### src/rtl/sparc_control_unit.sv
// Hardwired Moore FSM control unit for the SPARC V8 subset datapath (format 3 ALU, load, store).
// Optional MFC watchdog enabled by defining MFC_TIMEOUT_EN (adds mem_timeout port).
module sparc_control_unit #(
  parameter int TIMEOUT_CYCLES = 16
) (
  input  logic        Clk,
  input  logic        RESET,
  input  logic [31:0] IR_Out,
  input  logic        MFC,
  output logic        NPC_enable,
  output logic        PC_enable,
  output logic        MDR_Enable,
  output logic        MAR_Enable,
  output logic        register_file_enable,
  output logic        RAM_enable,
  output logic        PSR_Enable,
  output logic [2:0]  extender_select,
  output logic [1:0]  PC_In_Mux_select,
  output logic [1:0]  ALUA_Mux_select,
  output logic [2:0]  ALUB_Mux_select,
  output logic        MDR_Mux_select,
  output logic [4:0]  in_PA,
  output logic [4:0]  in_PB,
  output logic [4:0]  in_PC,
  output logic [5:0]  ALU_op,
`ifdef MFC_TIMEOUT_EN
  output logic        mem_timeout,
`endif
  output logic [5:0]  RAM_OpCode
);

  typedef enum logic [3:0] {
    S_IDLE, S_ALU_EXEC, S_LD_MAR, S_LD_MEM, S_LD_WB,
    S_ST_MAR, S_ST_MDR, S_ST_MEM, S_FINISH
  } state_t;

  state_t      r_state, w_next;
  logic [31:0] r_ir;
  logic        w_dispatch;
  logic        w_to_hit;
  logic        w_unused;

  wire [1:0] w_op  = r_ir[31:30];
  wire [4:0] w_rd  = r_ir[29:25];
  wire [5:0] w_op3 = r_ir[24:19];
  wire [4:0] w_rs1 = r_ir[18:14];
  wire       w_i   = r_ir[13];
  wire [4:0] w_rs2 = r_ir[4:0];

  wire [1:0] w_new_op  = IR_Out[31:30];
  wire [5:0] w_new_op3 = IR_Out[24:19];

  assign w_dispatch = (IR_Out != r_ir);
  assign w_unused   = ^{w_op, r_ir[12:5]};

`ifdef MFC_TIMEOUT_EN
  localparam int CW = (TIMEOUT_CYCLES > 1) ? $clog2(TIMEOUT_CYCLES) : 1;
  logic [CW-1:0] r_to_cnt;
  logic          r_mem_timeout;
  wire           w_mem_wait = (r_state == S_LD_MEM) || (r_state == S_ST_MEM);

  assign w_to_hit    = w_mem_wait && !MFC && (r_to_cnt == CW'(TIMEOUT_CYCLES - 1));
  assign mem_timeout = r_mem_timeout;

  always_ff @(posedge Clk) begin
    if (!RESET) begin
      r_to_cnt      <= '0;
      r_mem_timeout <= 1'b0;
    end else begin
      r_mem_timeout <= w_to_hit;
      if (w_mem_wait && !MFC && !w_to_hit) r_to_cnt <= r_to_cnt + CW'(1);
      else                                 r_to_cnt <= '0;
    end
  end
`else
  logic w_unused_param;
  assign w_to_hit       = 1'b0;
  assign w_unused_param = (TIMEOUT_CYCLES != 0);
`endif

  always_ff @(posedge Clk) begin
    if (!RESET) begin
      r_state <= S_IDLE;
      r_ir    <= '0;
    end else begin
      r_state <= w_next;
      if (r_state == S_IDLE && w_dispatch) r_ir <= IR_Out;
    end
  end

  always_comb begin
    w_next = r_state;
    case (r_state)
      S_IDLE: begin
        if (w_dispatch) begin
          w_next = S_FINISH;
          if (w_new_op == 2'b10) w_next = S_ALU_EXEC;
          else if (w_new_op == 2'b11) begin
            case (w_new_op3)
              6'b000000, 6'b000001, 6'b000010: w_next = S_LD_MAR;
              6'b000100, 6'b000101, 6'b000110: w_next = S_ST_MAR;
              default:                         w_next = S_FINISH;
            endcase
          end
        end
      end
      S_ALU_EXEC: w_next = S_FINISH;
      S_LD_MAR:   w_next = S_LD_MEM;
      S_LD_MEM:   if (MFC) w_next = S_LD_WB; else if (w_to_hit) w_next = S_FINISH;
      S_LD_WB:    w_next = S_FINISH;
      S_ST_MAR:   w_next = S_ST_MDR;
      S_ST_MDR:   w_next = S_ST_MEM;
      S_ST_MEM:   if (MFC || w_to_hit) w_next = S_FINISH;
      S_FINISH:   w_next = S_IDLE;
      default:    w_next = S_IDLE;
    endcase
  end

  always_comb begin
    NPC_enable           = 1'b0;
    PC_enable            = 1'b0;
    MDR_Enable           = 1'b0;
    MAR_Enable           = 1'b0;
    register_file_enable = 1'b0;
    RAM_enable           = 1'b0;
    PSR_Enable           = 1'b0;
    extender_select      = '0;
    PC_In_Mux_select     = '0;
    ALUA_Mux_select      = '0;
    ALUB_Mux_select      = '0;
    MDR_Mux_select       = 1'b0;
    in_PA                = '0;
    in_PB                = '0;
    in_PC                = '0;
    ALU_op               = '0;
    RAM_OpCode           = '0;
    // Address and ALU stages share operand B selection: immediate or rs2.
    if (r_state == S_ALU_EXEC || r_state == S_LD_MAR || r_state == S_ST_MAR) begin
      in_PA = w_rs1;
      if (w_i) ALUB_Mux_select = 3'd1;
      else     in_PB = w_rs2;
    end
    case (r_state)
      S_ALU_EXEC: begin
        ALU_op               = w_op3;
        in_PC                = w_rd;
        register_file_enable = 1'b1;
        PSR_Enable           = w_op3[4];
      end
      S_LD_MAR, S_ST_MAR: MAR_Enable = 1'b1;
      S_ST_MDR: begin
        in_PB          = w_rd;
        MDR_Mux_select = 1'b1;
        MDR_Enable     = 1'b1;
      end
      S_ST_MEM: begin
        RAM_enable = 1'b1;
        RAM_OpCode = w_op3;
      end
      S_LD_MEM: begin
        RAM_enable = 1'b1;
        RAM_OpCode = w_op3;
        MDR_Enable = 1'b1;
      end
      S_LD_WB: begin
        ALU_op               = 6'b000010;
        ALUA_Mux_select      = 2'd3;
        ALUB_Mux_select      = 3'd3;
        in_PC                = w_rd;
        register_file_enable = 1'b1;
      end
      S_FINISH: begin
        PC_enable  = 1'b1;
        NPC_enable = 1'b1;
      end
      default: ;
    endcase
  end

endmodule

### config.mk
export PLATFORM = sky130hd
export DESIGN_NAME = sparc_control_unit
export DESIGN_NICKNAME = d
export VERILOG_FILES = /design/src/rtl/sparc_control_unit.sv
export SDC_FILE = /design/constraint.sdc
export NUM_CORES = 1
export LEC_CHECK = 0
export CORE_ASPECT_RATIO = 1.75
export CORE_MARGIN = 2
export CORE_UTILIZATION = 40
export CTS_CLUSTER_SIZE = 16
export DETAILED_ROUTE_END_ITERATION = 8
export DONT_BUFFER_PORTS = 1
export GPL_ROUTABILITY_DRIVEN = 1
export HOLD_SLACK_MARGIN = 0.06
export PLACE_DENSITY = 0.57
export SLEW_MARGIN = 10
export SYNTH_ARGS = -nofsm -noshare
export SYNTH_HDL_FRONTEND = slang
export SYNTH_SLANG_ARGS = --single-unit
### constraint.sdc
create_clock -name Clk -period 4.4 [get_ports Clk]
set_input_delay 0.66 -clock Clk [delete_from_list [all_inputs] [get_ports Clk]]
set_output_delay 0.66 -clock Clk [all_outputs]
set_load 0.05 [all_outputs]
* Yosys cells after proc, flatten, opt, wreduce, memory -nomap -nowiden
Cells that the tools add are included.
** Cells by class
- Reduce and logical (&&, ||, !) cells :: 12
- Muxes and demuxes :: 25
- Eq/ne operators :: 19
** Operators by type and width (count)
- != test 32 bit :: 1
- case mux 4 bit (7 select lines) :: 1
- 2-to-1 mux 5 bit :: 5
- 2-to-1 mux 4 bit :: 5
- == test 6 x 3 -> 1 bit (second input constant) :: 3
- == test 4 x 3 -> 1 bit (second input constant) :: 4
- case mux 6 bit (2 select lines) :: 1
- 2-to-1 mux 1 bit :: 9
- == test 4 x 2 -> 1 bit (second input constant) :: 2
- case mux 4 bit (2 select lines) :: 1
- OR reduction 2 bit :: 4
- == test 6 x 1 -> 1 bit (second input constant) :: 1
- == test 6 x 2 -> 1 bit (second input constant) :: 1
- zero test 6 bit :: 1
- 2-to-1 mux 6 bit :: 1
- != test 2 bit (second input constant) :: 3
- OR reduction 3 bit :: 2
- == test 2 bit (second input constant) :: 2
- == test 4 x 1 -> 1 bit (second input constant) :: 1
- == test 4 bit (second input constant) :: 1
- zero test 4 bit :: 1
- 2-to-1 mux 3 bit :: 1
- AND reduction 3 bit :: 1
- logical OR 1 bit :: 2
- other kinds (2) :: 2
** Storage, ports and cells
- Output and inout bits :: 45
- Bits in registers :: 36

* Logic depth before layout (Yosys ltp)
- Word-level depth :: 7
- Depth in mapped cells :: 7

* Worst setup path before layout
Ideal clock, no wire load.
- Path type :: flip-flop to output port
- Start :: register r_state[1]
- End :: output in_PC[0]
- Data required time :: 3.740 ns
- Path slack :: 0.841 ns
- Path buffers :: 1
- Arrival :: 2.899 ns
- Stages on the path, launching flop included :: 5
- Path through :: dfxtp_1 -> buf_2 -> nor3_1 -> nor2_1 -> nor2b_1
** On the way
- Longest elaborated chain between the ends :: 3
- Elaborated cells between the ends (all ways) :: 4
** RTL lines
- start: declaration :: RTL line 37 : state_t r_state, w_next;
- start signal: assignment :: RTL line 86 : r_state <= w_next;
- == test 4 x 1 -> 1 bit / == test 4 x 3 -> 1 bit (equally long branches) :: RTL line 143 : case (r_state)
- OR reduction 2 bit (no line) *
- 2-to-1 mux 5 bit * :: RTL line 143
- end: declaration :: RTL line 24 : output logic [4:0] in_PC,
Mark *: on every way between the ends. The rest lies on a longest branch, timed or not.

* Worst setup path in the final report
- Start :: register r_state[1]
- End :: output in_PB[3]
** On the way
- Longest elaborated chain between the ends :: 5
- Elaborated cells between the ends (all ways) :: 8
** RTL lines
- == test 4 x 1 -> 1 bit / == test 4 x 2 -> 1 bit (equally long branches) :: RTL line 138 : if (r_state == S_ALU_EXEC || r_state == S_LD_MAR || r_state == S_ST_MAR) begin
- logical OR 1 bit (2 in a row) :: RTL line 138
- 2-to-1 mux 5 bit :: RTL line 138
- 2-to-1 mux 5 bit * :: RTL line 143
- end: declaration :: RTL line 23 : output logic [4:0] in_PB,
Marks and branches as above.

==> qor.tcl <==
set qor(outcome) {completed}
set qor(fp.coreArea_um2) 5585
set qor(finalHoldViolations) 0
set qor(clock_latency_reported_for_the_late_side_of_the_worst_skew_pair_ns) 0.29
set qor(start_kind) {flip-flop}
set qor(ys_async_rst_share_pct) 0
set qor(avgSynthCellArea_um2) 8.329
set qor(ctsLongestPathBuffers) 2
set qor(switchingPower_mw) 0.2674
set qor(timing.hold.worst_endpoint) {r_ir[7]}
set qor(vias_per_cell) 5.080
set qor(clockRootBuffer) {sky130_fd_sc_hd__clkbuf_8}
set qor(cts.reportedPaths.clkPinSlew_ns) 0.07
set qor(layout-area-overhead-vs-synth_pct) 6.345
set qor(netlist_top_cells_area) {sky130_fd_sc_hd__dfxtp_1 31%, sky130_fd_sc_hd__mux2i_1 14%, sky130_fd_sc_hd__xnor2_1 12%}
set qor(post_detailed_route_wirelength_per_cell_um) 15.61
set qor(io_buffer_count) 0
set qor(static-leakage-power_nw) 1.012
set qor(die_w_um) 61.41
set qor(drv_slew) 0
set qor(finalSetupTns_ns) 0
set qor(slack_of_the_worst_reg_to_reg_path_ns) 2.20
set qor(chipHeight_um) 104.5
set qor(p_int_mw) 0.5904
set qor(grt_first_pass_wirelength_um) 8314
set qor(yosysWarningCount) 0
set qor(ant_nets) 0
set qor(insertedDiodeCount) 0
set qor(nNetsFinal) 310
set qor(design_area_um2) 2454
set qor(grt-ovfl-total) 0
set qor(boundaryPins) 80
set qor(cts_tree) {yes}
set qor(synth_top_area_share_pct) 31.24
set qor(cts_setup_buffers) 0
set qor(r2r-end) {r_ir[26]}
set qor(gp_congestion) 0.8567
set qor(route.detailed.drc) 0
set qor(worstPathRequired_ns) 3.74
set qor(max_freq_mhz) 273.4
set qor(antenna_found_initial) 0
set qor(numClockSinks) 36
set qor(floorplan.initialDensity_pct) 41.31
set qor(timing_worst_slew_pin_value_ns) 1.044
set qor(rsz0062_at_grt) {false}
set qor(seq_area_frac_synth_pct) 31.24
set qor(placed_cell_area_um2) 2357
set qor(synth_most_common_cell) {sky130_fd_sc_hd__nand2_1}
set qor(synth_cell_types) 37
set qor(crit_fanout) 15
set qor(synth-edff-count) 0
set qor(arrival_ns) 3.00
set qor(wirelength_um) 5478
set qor(hold_start) {r_ir[7]}
set qor(synthTopCellsByCount) {68 x sky130_fd_sc_hd__nand2_1, 36 x sky130_fd_sc_hd__dfxtp_1, 32 x sky130_fd_sc_hd__mux2i_1, 32 x sky130_fd_sc_hd__xnor2_1}
set qor(finalPower_mw) 0.8578
set qor(setup-violations-final) 0
set qor(vdd_ir_drop_max_uv) 203.2
set qor(pwr-share-clk_pct) 29.7
set qor(pin_count_of_the_biggest_net_entering_global_routing) 67
set qor(place.detailed.hpwl_um) 4198
set qor(critPathKind) {reg -> out}
set qor(primary_ff_master_synth) {sky130_fd_sc_hd__dfxtp_1}
set qor(timing.clock.skew_ns) 0.004357
set qor(postSynthRegisterBits) 36
set qor(count_of_mapped_cells_out_of_synthesis) 277
set qor(cts_hold_buffers_added) 0
set qor(synth_largest_area_cell) {sky130_fd_sc_hd__dfxtp_1}
set qor(htreeDepth) 2
set qor(period_share_pct) 83.13
set qor(layout_fillers) 591
set qor(power-per-cell-area_nw_per_um2) 349.6
set qor(worst_setup_path_end_kind) {primary output}
set qor(drive_above_1_share_pct) 10.55
set qor(netlist_area_um2) 2307
set qor(routed-via-count) 1783
set qor(multi_input_comb_area_um2) 1440
set qor(max_cap_viol_count) 0
set qor(layout.area.seq_um2) 720.7
set qor(comb_power_share_pct) 23.9
set qor(cell_depth_of_the_worst_hold_path) 2
set qor(placementRows) 36
set qor(drt-pass1-iter-count) 4
set qor(final_core_util_pct) 43.93
set qor(worst-r2r-cell-count) 4
set qor(floorplan_die_area_um2) 6416
set qor(seqPwrFrac_pct) 46.4
set qor(grt_pass1_vias) 1676
set qor(fin_crit_ns) 3.658
set qor(min-delay-path-class) {reg -> reg}
set qor(rr_startpoint) {r_state[2]}
set qor(post_cts_resized) 0
set qor(tritoncts.num_buffers) 5
set qor(relSlewSlack_pct) 30.59
set qor(power.share.switching_pct) 31.17
set qor(drt-initial-drc-count) 95
set qor(grtUsageTotal_pct) 17.40
## cell usage in the layout (no fill, tap or decap), types with 5 or more instances in the layout
cell type and instances:
sky130_fd_sc_hd__conb_1 6, sky130_fd_sc_hd__nand2b_1 6, sky130_fd_sc_hd__xnor2_1 32, sky130_fd_sc_hd__nand4_1 9, sky130_fd_sc_hd__a21oi_1 5, sky130_fd_sc_hd__nand2_1 68, sky130_fd_sc_hd__and2_1 11, sky130_fd_sc_hd__clkbuf_8 7
sky130_fd_sc_hd__mux2i_1 32, sky130_fd_sc_hd__a22o_1 5, sky130_fd_sc_hd__nor2_1 5, sky130_fd_sc_hd__dfxtp_1 36, sky130_fd_sc_hd__nor2b_1 11, sky130_fd_sc_hd__buf_4 9
## stage by stage
stage / hold WS (ns) / setup WS (ns) / cells
5_1_grt: 0.4957 / 0.5431 / 351
4_1_cts: 0.4756 / 0.7153 / 351
6_report: 0.4711 / 0.7425 / 351
3_5_place_dp: 0.4652 / 1.052 / 344
3_3_place_gp: 0.4547 / 1.077 / 344
2_1_floorplan: 0.4473 / 0.8412 / 282
## metal layers
layer	share of wire (%)	vias up	global-route usage [%]
met5	0	-	0
met4	1.9	0	6.991
met3	7.1	9	4.851
met2	52	56	29.56
met1	39	810	19.52
li1	-	908	-
## final cells by class
class	count	area share, %
multi-input cells	218	58.69
flip-flops and latches	36	29.37
clock buffers	7	3.927
well taps	76	3.876
repair buffers	11	3.672
inverters	3	0.4590
## critical path: stages (launching register included)
cell	delay (ns)
sky130_fd_sc_hd__dfxtp_1	0.61
sky130_fd_sc_hd__or3b_1	0.41
sky130_fd_sc_hd__a21oi_2	0.57
sky130_fd_sc_hd__nor2_1	0.31
sky130_fd_sc_hd__nor3_4	0.29
sky130_fd_sc_hd__a22o_1	0.51
## worst max-delay path by stage
stage,start,end,slack (ns),cells after the start
finish,r_state[1],in_PB[3],0.74,5
global route,r_state[1],in_PB[3],0.54,5
CTS,r_state[1],in_PB[3],0.72,5
detailed placement,r_state[1],in_PB[3],1.05,5
global placement,r_state[1],in_PB[3],1.08,5
floorplan,r_state[1],in_PC[0],0.84,4
## cell families after synthesis
kind of cell              Yosys count  share of synthesized area [%]
xor gates and xnor gates           32                          12.15
other                               1                         0.1625
and+or+nand+nor                   127                          28.15
muxes                              32                          13.88
AOI/OAI and AO/OA                  21                          6.779
DFF                                36                          31.24
buffers and inverters              28                          7.646
## power by group through the flow
| stage | sequential (mW) | clock (mW) | combinational, mW |
|---|---|---|---|
| final | 0.398 | 0.255 | 0.205 |
| after global routing | 0.403 | 0.275 | 0.222 |
| after CTS | 0.398 | 0.267 | 0.208 |
| after detailed placement | 0.405 | 0 | 0.207 |
| after global placement | 0.404 | 0 | 0.205 |
| after floorplan | 0.392 | 0 | 0.200 |
## state kept, by name, summed over array words and instances, names as in the netlist
register / cells
r_state: 4
r_ir: 32
No activity file was read; power rests on OpenSTA's default activity.
